File: src/rtl/ethernet_tx_arbiter.sv
// ethernet_tx_arbiter: round-robin owner of the single ethernet_sender TX
// buffer. One requester holds the grant for a whole packet session (size,
// writes, send). It loses the grant once the sender has taken the send and
// dropped packet_req_i, or earlier if the requester withdraws.
// Optional feature: define ETH_TX_ARB_WATCHDOG_EN to revoke a grant that
// has stayed in GRANT for watchdog_cycles_p cycles without a send.
module ethernet_tx_arbiter #(
   parameter int unsigned num_req_p         = 2,
   parameter int unsigned data_width_p      = 32,
   parameter int unsigned eth_mtu_p         = 2048,
   parameter int unsigned watchdog_cycles_p = 4096,
   localparam int unsigned size_w = $clog2(eth_mtu_p + 1),
   localparam int unsigned addr_w = $clog2(eth_mtu_p),
   localparam int unsigned mask_w = data_width_p / 8
) (
   input  logic                             clk_i,
   input  logic                             reset_i,
   input  logic [num_req_p-1:0]             client_req_i,
   output logic [num_req_p-1:0]             client_grant_o,
   input  logic [num_req_p-1:0]             client_wsize_valid_i,
   input  logic [num_req_p*size_w-1:0]      client_wsize_i,
   input  logic [num_req_p-1:0]             client_wvalid_i,
   input  logic [num_req_p*addr_w-1:0]      client_waddr_i,
   input  logic [num_req_p*data_width_p-1:0] client_wdata_i,
   input  logic [num_req_p*mask_w-1:0]      client_wmask_i,
   input  logic [num_req_p-1:0]             client_send_i,
   output logic [num_req_p-1:0]             client_done_o,
   output logic [num_req_p-1:0]             client_abort_o,
   input  logic                             packet_req_i,
   output logic                             packet_send_o,
   output logic                             packet_wsize_valid_o,
   output logic [size_w-1:0]                packet_wsize_o,
   output logic                             packet_wvalid_o,
   output logic [addr_w-1:0]                packet_waddr_o,
   output logic [data_width_p-1:0]          packet_wdata_o,
   output logic [mask_w-1:0]                packet_wmask_o
);

   localparam int unsigned idx_w = $clog2(num_req_p);

   // Reject unsupported configurations at elaboration
   if ((num_req_p < 2) || (num_req_p > 8) || (watchdog_cycles_p == 0)) begin : g_bad_params
      $error("ethernet_tx_arbiter: num_req_p must be 2..8 and watchdog_cycles_p nonzero");
   end

   typedef enum logic [1:0] {
      ST_IDLE  = 2'd0,
      ST_GRANT = 2'd1,
      ST_DRAIN = 2'd2
   } state_e;

   state_e                 state_q, state_d;
   logic [num_req_p-1:0]   grant_q, grant_d;
   logic [idx_w-1:0]       gidx_q, gidx_d;
   logic [idx_w-1:0]       last_q, last_d;
   logic                   size_seen_q, size_seen_d;

   logic [idx_w-1:0]       rr_winner_c;
   logic                   rr_found_c;

   logic                   sel_req_c;
   logic                   sel_send_c;
   logic                   sel_wsize_valid_c;
   logic                   sel_wvalid_c;
   logic [size_w-1:0]      sel_wsize_c;
   logic [addr_w-1:0]      sel_waddr_c;
   logic [data_width_p-1:0] sel_wdata_c;
   logic [mask_w-1:0]      sel_wmask_c;

   logic                   in_grant_c;
   logic                   size_seen_c;
   logic                   send_fire_c;
   logic                   abort_fire_c;
   logic                   wd_expired_c;

`ifdef ETH_TX_ARB_WATCHDOG_EN
   localparam int unsigned wd_w = ($clog2(watchdog_cycles_p + 1) > 13) ?
                                  $clog2(watchdog_cycles_p + 1) : 13;
   logic [wd_w-1:0]        wd_cnt_q, wd_cnt_d;

   assign wd_expired_c = (wd_cnt_q == wd_w'(watchdog_cycles_p - 1));
`else
   assign wd_expired_c = 1'b0;
`endif

   // Granted client's signals, selected by the held grant index
   assign sel_req_c         = client_req_i[gidx_q];
   assign sel_send_c        = client_send_i[gidx_q];
   assign sel_wsize_valid_c = client_wsize_valid_i[gidx_q];
   assign sel_wvalid_c      = client_wvalid_i[gidx_q];
   assign sel_wsize_c       = client_wsize_i[32'(gidx_q)*size_w +: size_w];
   assign sel_waddr_c       = client_waddr_i[32'(gidx_q)*addr_w +: addr_w];
   assign sel_wdata_c       = client_wdata_i[32'(gidx_q)*data_width_p +: data_width_p];
   assign sel_wmask_c       = client_wmask_i[32'(gidx_q)*mask_w +: mask_w];

   // Session events; a size strobe in the send cycle already counts
   assign in_grant_c   = (state_q == ST_GRANT) & ~reset_i;
   assign size_seen_c  = size_seen_q | sel_wsize_valid_c;
   assign send_fire_c  = in_grant_c & sel_send_c & size_seen_c;
   assign abort_fire_c = in_grant_c & ~send_fire_c & (~sel_req_c | wd_expired_c);

   // Round-robin search starting just after the last served client
   always_comb begin
      rr_winner_c = last_q;
      rr_found_c  = 1'b0;
      for (int unsigned i = 1; i <= num_req_p; i++) begin
         if (!rr_found_c && client_req_i[idx_w'((32'(last_q) + i) % num_req_p)]) begin
            rr_found_c  = 1'b1;
            rr_winner_c = idx_w'((32'(last_q) + i) % num_req_p);
         end
      end
   end

   // State and session registers
   always_ff @(posedge clk_i) begin
      if (reset_i) begin
         state_q     <= ST_IDLE;
         grant_q     <= '0;
         gidx_q      <= '0;
         last_q      <= idx_w'(num_req_p - 1);
         size_seen_q <= 1'b0;
`ifdef ETH_TX_ARB_WATCHDOG_EN
         wd_cnt_q    <= '0;
`endif
      end else begin
         state_q     <= state_d;
         grant_q     <= grant_d;
         gidx_q      <= gidx_d;
         last_q      <= last_d;
         size_seen_q <= size_seen_d;
`ifdef ETH_TX_ARB_WATCHDOG_EN
         wd_cnt_q    <= wd_cnt_d;
`endif
      end
   end

   // Next-state: grant selection, session tracking and release
   always_comb begin
      state_d     = state_q;
      grant_d     = grant_q;
      gidx_d      = gidx_q;
      last_d      = last_q;
      size_seen_d = size_seen_q;
`ifdef ETH_TX_ARB_WATCHDOG_EN
      wd_cnt_d    = wd_cnt_q;
`endif
      unique case (state_q)
         ST_IDLE: begin
            if (packet_req_i && rr_found_c) begin
               state_d              = ST_GRANT;
               gidx_d               = rr_winner_c;
               grant_d              = '0;
               grant_d[rr_winner_c] = 1'b1;
               size_seen_d          = 1'b0;
`ifdef ETH_TX_ARB_WATCHDOG_EN
               wd_cnt_d             = '0;
`endif
            end
         end
         ST_GRANT: begin
            if (send_fire_c) begin
               state_d     = ST_DRAIN;
               last_d      = gidx_q;
               size_seen_d = 1'b0;
            end else if (abort_fire_c) begin
               state_d     = ST_IDLE;
               last_d      = gidx_q;
               grant_d     = '0;
               size_seen_d = 1'b0;
            end else begin
               size_seen_d = size_seen_c;
`ifdef ETH_TX_ARB_WATCHDOG_EN
               wd_cnt_d    = wd_cnt_q + wd_w'(1);
`endif
            end
         end
         ST_DRAIN: begin
            if (!packet_req_i) begin
               state_d = ST_IDLE;
               grant_d = '0;
            end
         end
         default: begin
            state_d = ST_IDLE;
            grant_d = '0;
         end
      endcase
   end

   // Outputs: zero-latency passthrough of the owner's traffic while in GRANT
   always_comb begin
      packet_wsize_valid_o = 1'b0;
      packet_wvalid_o      = 1'b0;
      packet_send_o        = 1'b0;
      client_done_o        = '0;
      client_abort_o       = '0;
      packet_wsize_o       = sel_wsize_c;
      packet_waddr_o       = sel_waddr_c;
      packet_wdata_o       = sel_wdata_c;
      packet_wmask_o       = sel_wmask_c;
      if (in_grant_c) begin
         packet_wsize_valid_o = sel_wsize_valid_c;
         packet_wvalid_o      = sel_wvalid_c;
      end
      packet_send_o = send_fire_c;
      if (send_fire_c) begin
         client_done_o[gidx_q] = 1'b1;
      end
      if (abort_fire_c) begin
         client_abort_o[gidx_q] = 1'b1;
      end
   end

   assign client_grant_o = grant_q;

endmodule

File: config.mk
export PLATFORM = sky130hd
export DESIGN_NAME = ethernet_tx_arbiter
export DESIGN_NICKNAME = d
export VERILOG_FILES = /design/src/rtl/ethernet_tx_arbiter.sv
export SDC_FILE = /design/constraint.sdc
export NUM_CORES = 1
export LEC_CHECK = 0
export ABC_AREA = 0
export BUFFER_PORTS_ARGS = -buffer_cell sky130_fd_sc_hd__buf_2
export CORE_AREA = 2 2 76 78
export CTS_BUF_LIST = sky130_fd_sc_hd__clkbuf_4
export CTS_CLUSTER_SIZE = 24
export DETAILED_ROUTE_END_ITERATION = 6
export DIE_AREA = 0 0 78 80
export HOLD_SLACK_MARGIN = 0.1
export PLACE_DENSITY_LB_ADDON = 0.3
export SYNTH_ARGS = -nofsm -noshare
export SYNTH_HDL_FRONTEND = slang
export SYNTH_SLANG_ARGS = --single-unit
export TNS_END_PERCENT = 30
File: constraint.sdc
create_clock -name clk_i -period 2.1 [get_ports clk_i]
set_clock_uncertainty 0.1 [all_clocks]
set_input_delay 0.42 -clock clk_i [delete_from_list [all_inputs] [get_ports clk_i]]
set_output_delay 0.42 -clock clk_i [all_outputs]
set_load 0.01 [all_outputs]
Word-level counts from Yosys, hierarchy flattened
Index checks and enable logic that the tools add are counted.
- register bits after elaboration: 7
- latch bits: 0
- bits in writable memories: 0
- ROM bits: 0
- input bits: 129
- output and inout port bits: 68
- logic and storage cells: 86
- memories kept: 0
- $add $sub $neg: 2
- multiply operators: 2
- divide/modulo/power cells: 0
- order comparisons: 6
- eq/ne operators: 7
- shift operators: 4
- muxes and demuxes: 38
- bitwise operators: 9
- reductions and logical operators: 13
- operators by type and width (operator ; number):
    64-bit by 7-bit variable part select with 32-bit output ; 1
    1-bit 2-to-1 mux ; 25
    24-bit by 6-bit variable part select with 12-bit output ; 1
    22-bit by 6-bit variable part select with 11-bit output ; 1
    2-bit 2-to-1 mux ; 8
    2-bit case mux with 3 select lines ; 2
    1-bit by 2-bit < comparator with 1-bit output, second input constant ; 4
    2-bit inequality test, second input constant ; 4
    8-bit by 4-bit variable part select with 4-bit output ; 1
    2-bit AND reduction ; 3
    1-bit bitwise AND ; 5
    1-bit by 4-bit multiplier with 5-bit output, second input constant ; 1
    1-bit logical AND ; 4
    4-bit AND reduction ; 1
    2-bit nonzero test ; 2
    1-bit by 2-bit multiplier with 3-bit output, second input constant ; 1
    3-bit inequality test, second input constant ; 1
    1-bit inverter ; 3
    3-bit AND reduction ; 1
    1-bit adder, second input constant ; 2
    1-bit demux with 1-bit select ; 2
    2-bit by 1-bit == test with 1-bit output, second input constant ; 1
    2-bit == test, second input constant ; 1
    1-bit greater-or-equal comparator, second input constant ; 2
    other kinds (4) ; 4

Depth between registers and ports, before layout
- depth after elaboration: 13
- gate-level depth with buffers: 6
- depth with buffers taken out: 5

Least setup slack after synthesis
OpenSTA, ideal clock, no wires.
- path type: input to output
- start: input port reset_i
- end: output port client_done_o[0]
- data arrival time: 1405 ps
- required time: 1580 ps
- slack: 175 ps
- cell stages on the path: 4
- buffers on the path: 1
- cells stage by stage: buf_6 > or3b_4 > a211o_4 > nor2_1
- cells in the longest elaborated chain, start to end: 5
- RTL lines (element ; RTL line ; text):
    start: declaration ; 17 ; input logic reset_i,
    1-bit inverter ; 97 ; assign in_grant_c = (state_q == ST_GRANT) & ~reset_i;
    1-bit bitwise AND ; 97 ;
    1-bit bitwise AND (2 in series) ; 99 ; assign send_fire_c = in_grant_c & sel_send_c & size_seen_c;
    2-bit 2-to-1 mux ; 206 ; if (send_fire_c) begin
    end: declaration ; 27 ; output logic [num_req_p-1:0] client_done_o,
Every way passes these cells.

Final worst setup path
- start: register state_q[1]
- end: output port client_abort_o[0]
- cells in the longest elaborated chain, start to end: 8
- RTL lines (element ; RTL line ; text):
    start: declaration ; 52 ; state_e state_q, state_d;
    start signal: assignment ; 126 ; state_q <= state_d;
    2-bit by 1-bit == test with 1-bit output (*) ; 97 ;
    1-bit bitwise AND (*) ; 97 ;
    1-bit bitwise AND (2 in series) ; 99 ;
    1-bit inverter ; 100 ; assign abort_fire_c = in_grant_c & ~send_fire_c & (~sel_req_c | wd_expired_c);
    1-bit bitwise AND (*) (2 in series) ; 100 ;
    2-bit 2-to-1 mux (*) ; 209 ; if (abort_fire_c) begin
    end: declaration ; 28 ; output logic [num_req_p-1:0] client_abort_o,
Mark *: on every way between the ends. The rest lies on a longest branch, timed or not.

==> impl_results.md <==
* Clk pin slew, worst setup/hold paths at 0.05 ns
* Floorplan row count at 27
* Critical path launch point type: register
* Number of warnings reported in the yosys synthesis log at 0
* CTS Root Cell: sky130_fd_sc_hd__clkbuf_4
* Minimum clock period at 2.07 ns
* Final total negative setup slack at 0 ns
* Count of routing violations after the opening detailed-route iteration at 37
* Post-Syn Instances at 119
* Critical Path, Cell by Cell: or3b_4, a211o_4, nand2_2, nor2_1, buf_2
* Cell family with most CP delay: simple AND/OR/NAND/NOR gates
* Input/output buffers at 196
* R2R depth at 4
* RSZ-0062 raised after global routing: yes
* Maxcap violations at 0
* Crit Path Class: reg2out
* H-tree depth reported by CTS at 1
* Worst Setup End Kind: output pin
* Leading post-synthesis cells by cell area: sky130_fd_sc_hd__mux2_2, sky130_fd_sc_hd__dfxtp_1, sky130_fd_sc_hd__mux2i_1
* Remaining global-route overflow at 0
* I/O pin count at 197
* Net count after synthesis at 248
* Share of post-route cells with drive strength above 1 at 87.5%
* First-pass GRT wire length at 7040 µm
* Post-synth ARST share at 0%
* Cell Area, Synth at 0.00116 mm²
* Least-Margin Pin Slew at 0.344 ns
* Final number of setup-violating endpoints at 0
* Number of nets in the final layout at 449
* Most frequently used cell type in the post-synthesis netlist: sky130_fd_sc_hd__mux2_2
* CTS tree: built
* Via count of the first global-routing pass at 1,524
* Data arrival at the endpoint of the critical path at 1.55 ns
* Die boundary height at 80 µm
* Final cell count without fillers at 391
* Initial DRT Pass Iterations at 4
* # diodes at 0
* Maximum frequency from static timing analysis at 482 MHz
* Max Slew Vio Count at 0
* Total number of vias at 1,693
* Maximum clock insertion buffer count at 2
* Mean cell area of the mapped netlist at 9.72 µm²
* Post-synthesis register bit count at 7
* Count of cell types in the netlist at 25
* Routability cong. at 0.777
* Clk sink count at 7
* Core area at 0.00541 mm²
* CP max stage cell: sky130_fd_sc_hd__or3b_4
* Post-placement cell count at 385
* Worst path max stage delay at 0.42 ns
* Critical path depth at 5
* Power per cell area at 338 mW/mm²
* Required time worst endpoint at 1.58 ns
* Final hold violations at 0
* Hold Path Class: in2reg
* Vias per std cell at 4.33
* P&R area growth vs syn at 99.5%
* Leakage Power at 1.23 nW
* Clock network latency to the later pin of the worst-skew pair at 0.26 ns
* Relative slew margins at 77.0%
* Worst IR Drop VDD at 0.000247 V
* Die Outline Area at 0.00624 mm²
* Inserted Clock Buffers at 3
* Fillcell total at 566
* Number of cells on the worst hold path at 3
* Final Cycle Share at 98.7%
* Drt drc at 0
* Detailed-route wire length at 5370 µm
* Most instantiated cells after synthesis: sky130_fd_sc_hd__mux2_2, sky130_fd_sc_hd__nor2_1, sky130_fd_sc_hd__dfxtp_1
* Maximum number of pins on one net before global-route repair at 49
* Number of nets with antenna violations after routing at 0
* Die Width at 78 µm
* Max Fanout on Critical Path at 6
* Total global routing track utilization at 14.3%
* WL per Instance at 13.7 µm
* Cell taking the most area after synthesis: sky130_fd_sc_hd__mux2_2
* Antenna violations before repair at 0
* Worst Path Buf+Inv at 1
* Share of synthesized area occupied by flip-flops and latches at 12.1%
* Number of flops mapped to enable cells by yosys at 0
* Effective utilization at floorplan at 21.4%
* Status: complete, no violations
* Post-detail-place hpwl at 4670 µm
* Area share of the leading cell type in the synthesized netlist at 58.4%
* Most instantiated flip-flop cell in the synthesis netlist: sky130_fd_sc_hd__dfxtp_1
[cells in the final DEF, fill, tap and decap left out, types with 3 or more instances in the layout]
cell / n
sky130_fd_sc_hd__mux2i_1: 3
sky130_fd_sc_hd__buf_4: 7
sky130_fd_sc_hd__a21oi_1: 4
sky130_fd_sc_hd__nor2_1: 10
sky130_fd_sc_hd__nand2b_1: 3
sky130_fd_sc_hd__dfxtp_1: 4
sky130_fd_sc_hd__mux2_2: 60
sky130_fd_sc_hd__clkbuf_4: 4
sky130_fd_sc_hd__buf_2: 196
sky130_fd_sc_hd__inv_1: 3
sky130_fd_sc_hd__nand2_1: 3
[final cells by class]
class                      count  area [µm²]  share of cell area [%]
tap                           72        90.1                    3.91
timing repair buffer         204        1050                    45.7
multi-input combinational    100         971                    42.1
inverter                       4        15.0                   0.651
clock buffer                   4        30.0                    1.30
sequential                     7         146                    6.35
[worst reg2reg max path, delay by kind of cell, from the launching register on]
| kind | cells | cell delay (ns) |
|---|---|---|
| mux | 1 | 0.37 |
| flops | 1 | 0.41 |
| compound gates | 3 | 0.58 |
[per-layer routing]
metal	global-route usage, %	vias to the layer above	share of wire (%)
met2	25.4	119	48
li1	-	847	-
met4	2.63	0	0.67
met3	7.69	5	16
met5	0	-	0
met1	15.0	722	36
[cell families after synthesis]
kind of cell           synth area share [%]
multiplexers                           61.9
AO/OA/AOI/OAI                          12.9
flip-flops                             12.1
buffers and inverters                  5.19
AND/OR/NAND/NOR                        7.90
[per-stage QoR]
step / setup WS [ns] / power, mW / utilization (%) / hold WS [ns] / instance area, µm²
finish: 0.0269 / 0.780 / 42.7 / 0.396 / 2310
global route: -0.0281 / 0.834 / 42.7 / 0.406 / 2310
CTS: 0.00219 / 0.783 / 42.4 / 0.395 / 2290
detailed placement: 0.0715 / 0.636 / 41.5 / 0.411 / 2240
global placement: 0.0775 / 0.634 / 41.5 / 0.405 / 2240
floorplan: 0.175 / 0.400 / - / 0.377 / 1160
[what timing repair did]
action                                  in CTS  in global routing
setup buffers                                2                  0
hold buffers                                 0                  0
endpoints found under the setup margin       5                  6
pin swaps                                    0                  0
resized for setup                            2                  4
[sequential cells by signal, summed over array words and instances (netlist names)]
name / cells
client_grant_o: 2
state_q: 2
gidx_q: 1
last_q: 1
size_seen_q: 1
[power breakdown]
group / internal, mW / leakage (nW) / switching [mW]
logic: 0.277 / 1.15 / 0.210
clock network: 0.0858 / 0.0184 / 0.0546
registers: 0.144 / 0.0587 / 0.00924
[final timing paths]
path	from	endpoint	slack (ns)
min reg2reg	client_grant_o[1]	client_grant_o[1]	0.42
min	reset_i	state_q[1]	0.40
max	state_q[1]	client_abort_o[0]	0.03
max reg2reg	gidx_q	client_grant_o[0]	0.51
Note: power is estimated with default switching activity, not from simulation.
